<file path="config.mk">
export PLATFORM = sky130hd
export DESIGN_NAME = mux_rr_arbiter_flat
export DESIGN_NICKNAME = d
export VERILOG_FILES = /design/src/rtl/mux_rr_arbiter_if.sv /design/src/rtl/mux_rr_arbiter.sv /design/src/flat_wrapper.sv
export SDC_FILE = /design/constraint.sdc
export NUM_CORES = 1
export LEC_CHECK = 0
export BUFFER_PORTS_ARGS = -buffer_cell sky130_fd_sc_hd__buf_2
export CAP_MARGIN = 10
export CELL_PAD_IN_SITES_DETAIL_PLACEMENT = 1
export CELL_PAD_IN_SITES_GLOBAL_PLACEMENT = 1
export CORE_UTILIZATION = 41
export CTS_BUF_LIST = sky130_fd_sc_hd__clkbuf_8
export DETAILED_ROUTE_END_ITERATION = 12
export PLACE_DENSITY = 0.89
export RECOVER_POWER = 100
export SYNTH_ARGS = -nofsm -noshare
export SYNTH_HDL_FRONTEND = slang
export SYNTH_SLANG_ARGS = --single-unit
</file>
<file path="constraint.sdc">
create_clock -name clk -period 3.1 [get_ports clk]
set_input_delay 0.155 -clock clk [delete_from_list [all_inputs] [get_ports clk]]
set_output_delay 0.155 -clock clk [all_outputs]
set_load 0.05 [all_outputs]
</file>
<file path="src/rtl/mux_rr_arbiter_if.sv">
// mux_rr_arbiter_if
// Bundles the requester, downstream and shared-line signals of the 2:1
// round-robin arbiter.
//   master : requester/downstream side (drives req_a, req_b, a_in, b_in,
//            out_ready; observes gnt_a, gnt_b, sel, y_out, y_valid)
//   slave  : arbiter side (the reverse)
interface mux_rr_arbiter_if #(
   parameter int DATA_W = 8
);
   logic              req_a;
   logic              req_b;
   logic [DATA_W-1:0] a_in;
   logic [DATA_W-1:0] b_in;
   logic              out_ready;
   logic              gnt_a;
   logic              gnt_b;
   logic              sel;
   logic [DATA_W-1:0] y_out;
   logic              y_valid;

   modport master (
      output req_a, req_b, a_in, b_in, out_ready,
      input  gnt_a, gnt_b, sel, y_out, y_valid
   );

   modport slave (
      input  req_a, req_b, a_in, b_in, out_ready,
      output gnt_a, gnt_b, sel, y_out, y_valid
   );
endinterface

</file>
<file path="src/rtl/mux_rr_arbiter.sv">
// mux_rr_arbiter
// Round-robin arbiter and sequencer for a shared 2:1 select datapath. Grants
// one of two requesters at a time, owns the mux select and registers the
// selected data onto the shared output for every accepted transfer.
// Ports:
//   clk  : rising-edge clock
//   rst  : asynchronous active-high reset
//   bus  : slave side of mux_rr_arbiter_if
//          req_a/req_b  requests, a_in/b_in data, out_ready downstream accept
//          gnt_a/gnt_b  grants (state decoded), sel (1=A, 0=B)
//          y_out/y_valid registered shared output
// Parameters:
//   DATA_W   : data width (must match the interface)
//   MAX_HOLD : consecutive transfers allowed while the other side waits (1..255)
module mux_rr_arbiter #(
   parameter int DATA_W   = 8,
   parameter int MAX_HOLD = 4
) (
   input  logic              clk,
   input  logic              rst,
   mux_rr_arbiter_if.slave   bus
);

   typedef enum logic [1:0] {IDLE, GNT_A, GNT_B} state_t;
   typedef enum logic {SRV_A, SRV_B} srv_t;

   localparam logic [7:0] HOLD_MAX = 8'(MAX_HOLD);

   state_t            state, state_nxt;
   srv_t              last_srv, last_srv_nxt;
   logic [7:0]        hold_cnt, hold_nxt;
   logic              sel_q, sel_nxt;
   logic [DATA_W-1:0] y_q;
   logic              y_vld_q;
   logic              xfer;
   logic              own_req;    // request of the current owner
   logic              other_req;  // request of the side waiting
   logic              hold_done;  // this transfer uses up the hold budget

   always_ff @(posedge clk or posedge rst) begin
      if (rst) begin
         state    <= IDLE;
         last_srv <= SRV_B;
         hold_cnt <= 8'd0;
         sel_q    <= 1'b0;
         y_q      <= '0;
         y_vld_q  <= 1'b0;
      end else begin
         state    <= state_nxt;
         last_srv <= last_srv_nxt;
         hold_cnt <= hold_nxt;
         sel_q    <= sel_nxt;
         y_vld_q  <= xfer;
         if (xfer)
            y_q <= sel_q ? bus.a_in : bus.b_in;
      end
   end

   always_comb begin
      state_nxt    = state;
      last_srv_nxt = last_srv;
      hold_nxt     = hold_cnt;
      sel_nxt      = sel_q;
      xfer         = 1'b0;
      own_req      = 1'b0;
      other_req    = 1'b0;
      hold_done    = (hold_cnt + 8'd1) == HOLD_MAX;

      case (state)
         IDLE: begin
            if (bus.req_a && bus.req_b)
               state_nxt = (last_srv == SRV_A) ? GNT_B : GNT_A;
            else if (bus.req_a)
               state_nxt = GNT_A;
            else if (bus.req_b)
               state_nxt = GNT_B;
         end
         GNT_A, GNT_B: begin
            own_req   = (state == GNT_A) ? bus.req_a : bus.req_b;
            other_req = (state == GNT_A) ? bus.req_b : bus.req_a;
            if (!own_req) begin
               // Owner released: hand straight over or go idle, no transfer.
               if (other_req)
                  state_nxt = (state == GNT_A) ? GNT_B : GNT_A;
               else
                  state_nxt = IDLE;
            end else if (bus.out_ready) begin
               xfer = 1'b1;
               if (hold_done) begin
                  // Budget spent: yield if the other side waits, otherwise
                  // keep the grant and start a fresh budget.
                  hold_nxt = 8'd0;
                  if (other_req)
                     state_nxt = (state == GNT_A) ? GNT_B : GNT_A;
               end else begin
                  hold_nxt = hold_cnt + 8'd1;
               end
            end
         end
         default: state_nxt = IDLE;
      endcase

      if (state_nxt != state) begin
         hold_nxt = 8'd0;
         if (state_nxt == GNT_A) last_srv_nxt = SRV_A;
         if (state_nxt == GNT_B) last_srv_nxt = SRV_B;
      end

      // sel follows the owner and keeps its last value through IDLE.
      if (state_nxt == GNT_A) sel_nxt = 1'b1;
      else if (state_nxt == GNT_B) sel_nxt = 1'b0;
   end

   assign bus.gnt_a   = (state == GNT_A);
   assign bus.gnt_b   = (state == GNT_B);
   assign bus.sel     = sel_q;
   assign bus.y_out   = y_q;
   assign bus.y_valid = y_vld_q;

endmodule

</file>
<file path="src/flat_wrapper.sv">
// flat-port wrapper written by rule: the top's interface ports become plain ports
module mux_rr_arbiter_flat 
#(
   parameter int DATA_W   = 8,
   parameter int MAX_HOLD = 4
)
  (clk, rst, bus_req_a, bus_req_b, bus_a_in, bus_b_in, bus_out_ready, bus_gnt_a, bus_gnt_b, bus_sel, bus_y_out, bus_y_valid);
  mux_rr_arbiter_if #(.DATA_W(DATA_W)) bus_i ();
  input  logic clk;
  input  logic rst;
  input wire logic [$bits(bus_i.req_a)-1:0] bus_req_a;
  input wire logic [$bits(bus_i.req_b)-1:0] bus_req_b;
  input wire logic [$bits(bus_i.a_in)-1:0] bus_a_in;
  input wire logic [$bits(bus_i.b_in)-1:0] bus_b_in;
  input wire logic [$bits(bus_i.out_ready)-1:0] bus_out_ready;
  output wire logic [$bits(bus_i.gnt_a)-1:0] bus_gnt_a;
  output wire logic [$bits(bus_i.gnt_b)-1:0] bus_gnt_b;
  output wire logic [$bits(bus_i.sel)-1:0] bus_sel;
  output wire logic [$bits(bus_i.y_out)-1:0] bus_y_out;
  output wire logic [$bits(bus_i.y_valid)-1:0] bus_y_valid;
  assign bus_i.req_a = bus_req_a;
  assign bus_i.req_b = bus_req_b;
  assign bus_i.a_in = bus_a_in;
  assign bus_i.b_in = bus_b_in;
  assign bus_i.out_ready = bus_out_ready;
  assign bus_gnt_a = bus_i.gnt_a;
  assign bus_gnt_b = bus_i.gnt_b;
  assign bus_sel = bus_i.sel;
  assign bus_y_out = bus_i.y_out;
  assign bus_y_valid = bus_i.y_valid;
  mux_rr_arbiter #(.DATA_W(DATA_W), .MAX_HOLD(MAX_HOLD)) u_core (.clk(clk), .rst(rst), .bus(bus_i));
endmodule
</file>
# --- After elaboration in Yosys (flattened, before gate mapping) ---
# Cells that the tools add are included.
classes:
  eq_ne: 6
  n_reduce_logical: 9
  addsub: 1
  n_mux: 26
op_table:
  columns: ["operator", "n"]
  rows:
  - ["2-to-1 mux 8 bit", 6]
  - ["2-to-1 mux 2 bit", 10]
  - ["2-to-1 mux 1 bit", 9]
  - ["adder 8 x 1 -> 8 bit (second input constant)", 1]
  - ["== test 8 x 3 -> 1 bit (second input constant)", 1]
  - ["nonzero test 2 bit", 4]
  - ["== test 2 x 1 -> 1 bit (second input constant)", 2]
  - ["== test 2 bit (second input constant)", 2]
  - ["one-hot mux 2 bit (2 select lines)", 1]
  - ["AND reduction 3 bit", 1]
  - ["logical NOT 2 bit", 1]
  - ["!= test 2 bit", 1]
  - ["AND reduction 2 bit", 1]
  - ["OR reduction 2 bit", 1]
  - ["logical AND 1 bit", 1]
word_totals:
  in_bits: 21
  reg_bits: 21
  elab_cells: 48
  out_inout_bits: 12

# --- Longest topological paths before layout ---
logic_depth:
  ltp_word: 10
  depth_mapped: 11
  depth_no_buf: 11

# --- Worst setup path after synthesis ---
# Ideal clock, no wire load.
synth_path:
  kind: "reg2reg"
  start: "reg u_core.state[1]"
  end: "reg u_core.last_srv"
  path_slack_ps: 317
  t_arrival_ps: 2701
  n_path_buf: 0
  path_stages_with_launch: 10
  required_time_ps: 3018
  setup_time_ps: 82
  period_less_slack_ps: 2783
  path_cell_list: "dfrtp_1 -> inv_1 -> ha_1 -> mux2_2 -> and2_2 -> o21bai_1 -> o221ai_2 -> ha_1 -> a21oi_2 -> mux2_4"
synth_between:
  elab_chain_cells: 10
  word_cells_on_any_way: 22
  classes_between: "eq/ne (5); mux (13); reduce/logical (4)"
synth_rtl:
  columns: ["item", "line_no", "rtl"]
  rows:
  - ["start: declaration", "mux_rr_arbiter.sv:29", "state_t state, state_nxt;"]
  - ["start signal: assignment", "mux_rr_arbiter.sv:49", "state <= state_nxt;"]
  - ["== test 2 x 1 -> 1 bit (*)", null, null]
  - ["named net bus_gnt_a", "flat_wrapper.sv:16", "output wire logic [$bits(bus_i.gnt_a)-1:0] bus_gnt_a;"]
  - ["2-to-1 mux 2 bit or 2-to-1 mux 1 bit (tied branches)", "mux_rr_arbiter.sv:84, mux_rr_arbiter.sv:94, mux_rr_arbiter.sv:80", null]
  - ["2-to-1 mux 2 bit", "mux_rr_arbiter.sv:93", "if (other_req)"]
  - ["2-to-1 mux 2 bit", "mux_rr_arbiter.sv:89", "if (hold_done) begin"]
  - ["2-to-1 mux 2 bit", "mux_rr_arbiter.sv:87", "end else if (bus.out_ready) begin"]
  - ["2-to-1 mux 2 bit", "mux_rr_arbiter.sv:81", "if (!own_req) begin"]
  - ["one-hot mux 2 bit (2 select lines) (*)", "mux_rr_arbiter.sv:69", "case (state)"]
  - ["== test 2 bit or == test 2 x 1 -> 1 bit (tied branches)", "mux_rr_arbiter.sv:106, mux_rr_arbiter.sv:105", null]
  - ["nonzero test 2 bit (no line)", null, null]
  - ["AND reduction 2 bit (no line)", null, null]
  - ["end signal: assignment", "mux_rr_arbiter.sv:50", "last_srv <= last_srv_nxt;"]
  - ["end: declaration", "mux_rr_arbiter.sv:30", "srv_t last_srv, last_srv_nxt;"]
# Mark *: on every way through the listed nets, which the timed path passes. The rest lies on a longest branch.
# A chain may end at the register's enable or synchronous reset.

# --- Final worst setup path ---
layout_path:
  start: "reg u_core.state[1]"
  end: "reg u_core.last_srv"
layout_between:
  elab_chain_cells: 10
  word_cells_on_any_way: 22
  classes_between: "eq/ne (5); mux (13); reduce/logical (4)"
layout_rtl:
  columns: ["item", "line_no"]
  rows:
  - ["== test 2 x 1 -> 1 bit", null]
  - ["2-to-1 mux 2 bit or 2-to-1 mux 1 bit (tied branches)", "mux_rr_arbiter.sv:84, mux_rr_arbiter.sv:94, mux_rr_arbiter.sv:80"]
  - ["2-to-1 mux 2 bit", "mux_rr_arbiter.sv:93"]
  - ["2-to-1 mux 2 bit", "mux_rr_arbiter.sv:89"]
  - ["2-to-1 mux 2 bit", "mux_rr_arbiter.sv:87"]
  - ["2-to-1 mux 2 bit", "mux_rr_arbiter.sv:81"]
  - ["one-hot mux 2 bit (2 select lines)", "mux_rr_arbiter.sv:69"]
  - ["== test 2 bit or == test 2 x 1 -> 1 bit (tied branches)", "mux_rr_arbiter.sv:106, mux_rr_arbiter.sv:105"]
  - ["nonzero test 2 bit (no line)", null]
  - ["AND reduction 2 bit (no line)", null]
# Parallel ways exist; a longest one is shown, timed or not.

==> reports/qor.txt <==
========================================================================================
Status                                                                      complete, no violations
Top cells by area in the synthesized netlist                                dfrtp_1, ha_1, mux2i_1
Maximum fanout along the worst path                                                    8
Post-cts repair resize count                                                           0
Relative max-transition margin                                                     45.2%
1st-iter DRT viols                                                                    26
Gate family responsible for the most delay along the worst path             multiplexers
Initial Util                                                                       44.6%
YS warnings                                                                            0
Via Count                                                                           1102
Layout cells sized above 1                                                         20.2%
Overall die height                                                               57.7 um
Critical register-to-register path endpoint                                 u_core.last_srv
Worst-margin pin slew                                                             821 ps
Post-CTS setup repair buffer count                                                     0
Remaining global-route overflow                                                        0
Count of buffering cells on the critical path with inverters included                  1
Hold crit path type                                                         input pin to asynchronous set/reset pin
Routability congestion estimate from global placement                              0.885
Post-synthesis cell area                                                     0.00127 mm2
Pre-CTS WS                                                                        394 ps
Worst EP arrival                                                                 3010 ps
Min Tclk post-route                                                              2810 ps
Combinational power share                                                          57.8%
Classification of the worst setup path                                      flip-flop to flip-flop
Synth Flop Type                                                                  dfrtp_1
Number of H-tree levels                                                                1
Maximum resistive drop on vdd                                                   0.677 mV
P&R area growth vs syn                                                             17.0%
Delay of the slowest cell on the worst path                                       470 ps
Root cell of the clock tree                                                     clkbuf_8
Final Hold Violating Endpoints                                                         0
Vias in the first global route                                                      1209
Worst setup EP type                                                            flip-flop
Nets                                                                                 197
R2R Setup Slk                                                                     290 ps
Wire length of the first global-routing pass                                     5510 um
I/O pin count                                                                         33
Count of cell types in the netlist                                                    34
Post-Place Cells                                                                     195
Remaining DRCs                                                                         0
Detailed Route WL                                                                3180 um
Vias per std cell                                                                   5.54
Least setup slack across all paths after layout                                   285 ps
Number of fill cells                                                                 360
Worst-case reg-to-reg path depth                                                       9
Library cell occupying the most area in the post-synthesis netlist               dfrtp_1
Core Rows                                                                             19
Hold-fix buffer count after cts                                                        0
Finished Layout Cells                                                                199
Number of antenna violations at the first check in global routing                      0
Static Leakage                                                               0.000711 uW
Portion of the clock cycle consumed by the worst path in the final layout          90.8%
Most frequent cell after synthesis                                               dfrtp_1
Port Buffer Count                                                                     32
Number of inserted diodes                                                              0
Share of power burned in registers                                                 29.8%
DP HPWL                                                                          2500 um
Post-layout util                                                                   52.2%
Core outline area                                                            0.00285 mm2
Die Width                                                                        57.7 um
Critical-path top delay cell                                                     dfrtp_1
Largest net degree at the start of global routing                                     22
Pre-Repair DR Iteration Count                                                          2
Clock power share                                                                  12.4%
Pins over their slew limit                                                             0
Cell types with the highest counts after synthesis                          dfrtp_1, nand2_1, nor2_1, o21ai_0
Share of Yosys cell area claimed by the top area cell type                         39.3%
Async set or reset register ratio after synthesis                                   100%
ANT nets after route                                                                   0
Switching power summed over all nets                                              755 uW
Sequential-to-total area share from yosys stat                                     41.4%
Worst setup startpoint                                                      u_core.state[1]
Maximum count of clock buffers along a single path                                     2
Fin Clk Skew                                                                     2.53 ps
Routed wire per std cell                                                         16.0 um
CP startpoint kind                                                             flip-flop
Post-Route Setup TNS                                                                0 ps
List of cells traversed by the critical path                                inv_1 -> ha_1 -> mux2_1 -> and2_2 -> o21bai_1 -> o221ai_1 -> ha_1 -> a21oi_1 -> mux2_4
Clock latency on the worst-skew pair                                              260 ps
RSZ-0062 raised after global routing                                               false
Net switching share of the total power                                             51.8%
Cell repeated most along the worst path                                             ha_1
Reg-to-reg startpoint                                                       u_core.state[1]
Setup violators final                                                                  0
Area of the die                                                              0.00333 mm2
Internal Dissipation                                                              704 uW
Synthesis-stage register bit count                                                    21
Nets in the synthesized netlist                                                      162
Clock-pin slew of the registers on the worst-case setup and hold paths             80 ps
Critical Path RT                                                                 3290 ps
Number of enable flip-flop cells after synthesis                                       0
Maximum capacitance violations                                                         0
Clock tree from TritonCTS                                                           done
Total CTS buffers                                                                      3
Achievable Freq                                                                  355 MHz
Gate count of the mapped netlist                                                     134
Global router's overall resource usage                                             21.2%
Power per cell area                                                           980 mW/mm2
Count of clock tree sinks                                                             21
Worst-case hold slack                                                            57.3 ps
Average footprint of a synthesized cell                                         9.50 um2
========================================================================================
through the flow:
step / total power (uW) / area (um2)
2_1_floorplan: 1110 / 1270
3_3_place_gp: 1270 / 1470
3_5_place_dp: 1330 / 1470
4_1_cts: 1520 / 1510
5_1_grt: 1550 / 1490
6_report: 1460 / 1490
placed cells by master (no fill, tap or decap), types with 2 or more instances in the layout:
cell	netlist	layout
buf_2	0	20
dfrtp_1	20	20
nand2_1	15	15
nor2_1	14	14
clkbuf_1	3	12
o21ai_0	10	10
inv_1	8	8
mux2i_1	8	8
a21oi_1	6	7
ha_1	7	7
xor2_1	5	5
nand4_1	4	4
and2_1	3	3
a211o_1	3	3
clkbuf_8	0	3
nand3_1	2	2
xnor2_1	2	2
o21bai_1	2	2
nor2b_1	2	2
a21o_1	2	2
nor3_1	2	2
worst max path at each step:
stage                           end  slack [ps]  depth (start not counted)
floorplan           u_core.last_srv         320                          9
CTS                 u_core.last_srv         370                          9
global route        u_core.last_srv         130                          9
detailed placement  u_core.last_srv         390                          9
finish              u_core.last_srv         290                          9
global placement    u_core.last_srv         530                          9
state kept, by name (all words and copies together) (netlist names):
register and cells:
u_core.bus.y_out 8, u_core.hold_cnt 8, u_core.last_srv 1, u_core.state 2, u_core.bus.sel 1, u_core.bus.y_valid 1
logic make-up after synthesis:
group / synth area share, %
flops: 41.4
mux: 9.24
fa+ha+maj: 6.88
simple gates: 19.0
buf+inv: 3.24
xor+xnor: 4.82
compound gates: 15.4
power by group through the flow:
stage / clock network [uW] / registers, uW / logic, uW
after floorplan: 0 / 607 / 500
after global placement: 0 / 431 / 836
after detailed placement: 0 / 440 / 891
after CTS: 186 / 436 / 897
after global routing: 194 / 450 / 911
final: 181 / 435 / 843
layer usage:
layer	vias up	wire length [um]	track usage, %
met2	30	1690	38.0
li1	533	-	-
met1	531	1330	25.7
met5	-	0	0
met3	8	96	2.90
met4	0	67	8.16
cell type report:
class / count / area, um2 / area share (%)
clock inverter: 1 / 5.00 / 0.336
sequential: 21 / 527 / 35.4
tap: 31 / 38.8 / 2.61
timing repair buffer: 33 / 153 / 10.3
inverter: 8 / 30.0 / 2.02
multi-input combinational: 102 / 694 / 46.6
clock buffer: 3 / 41.3 / 2.77
Power figures use the tool's default switching activity.
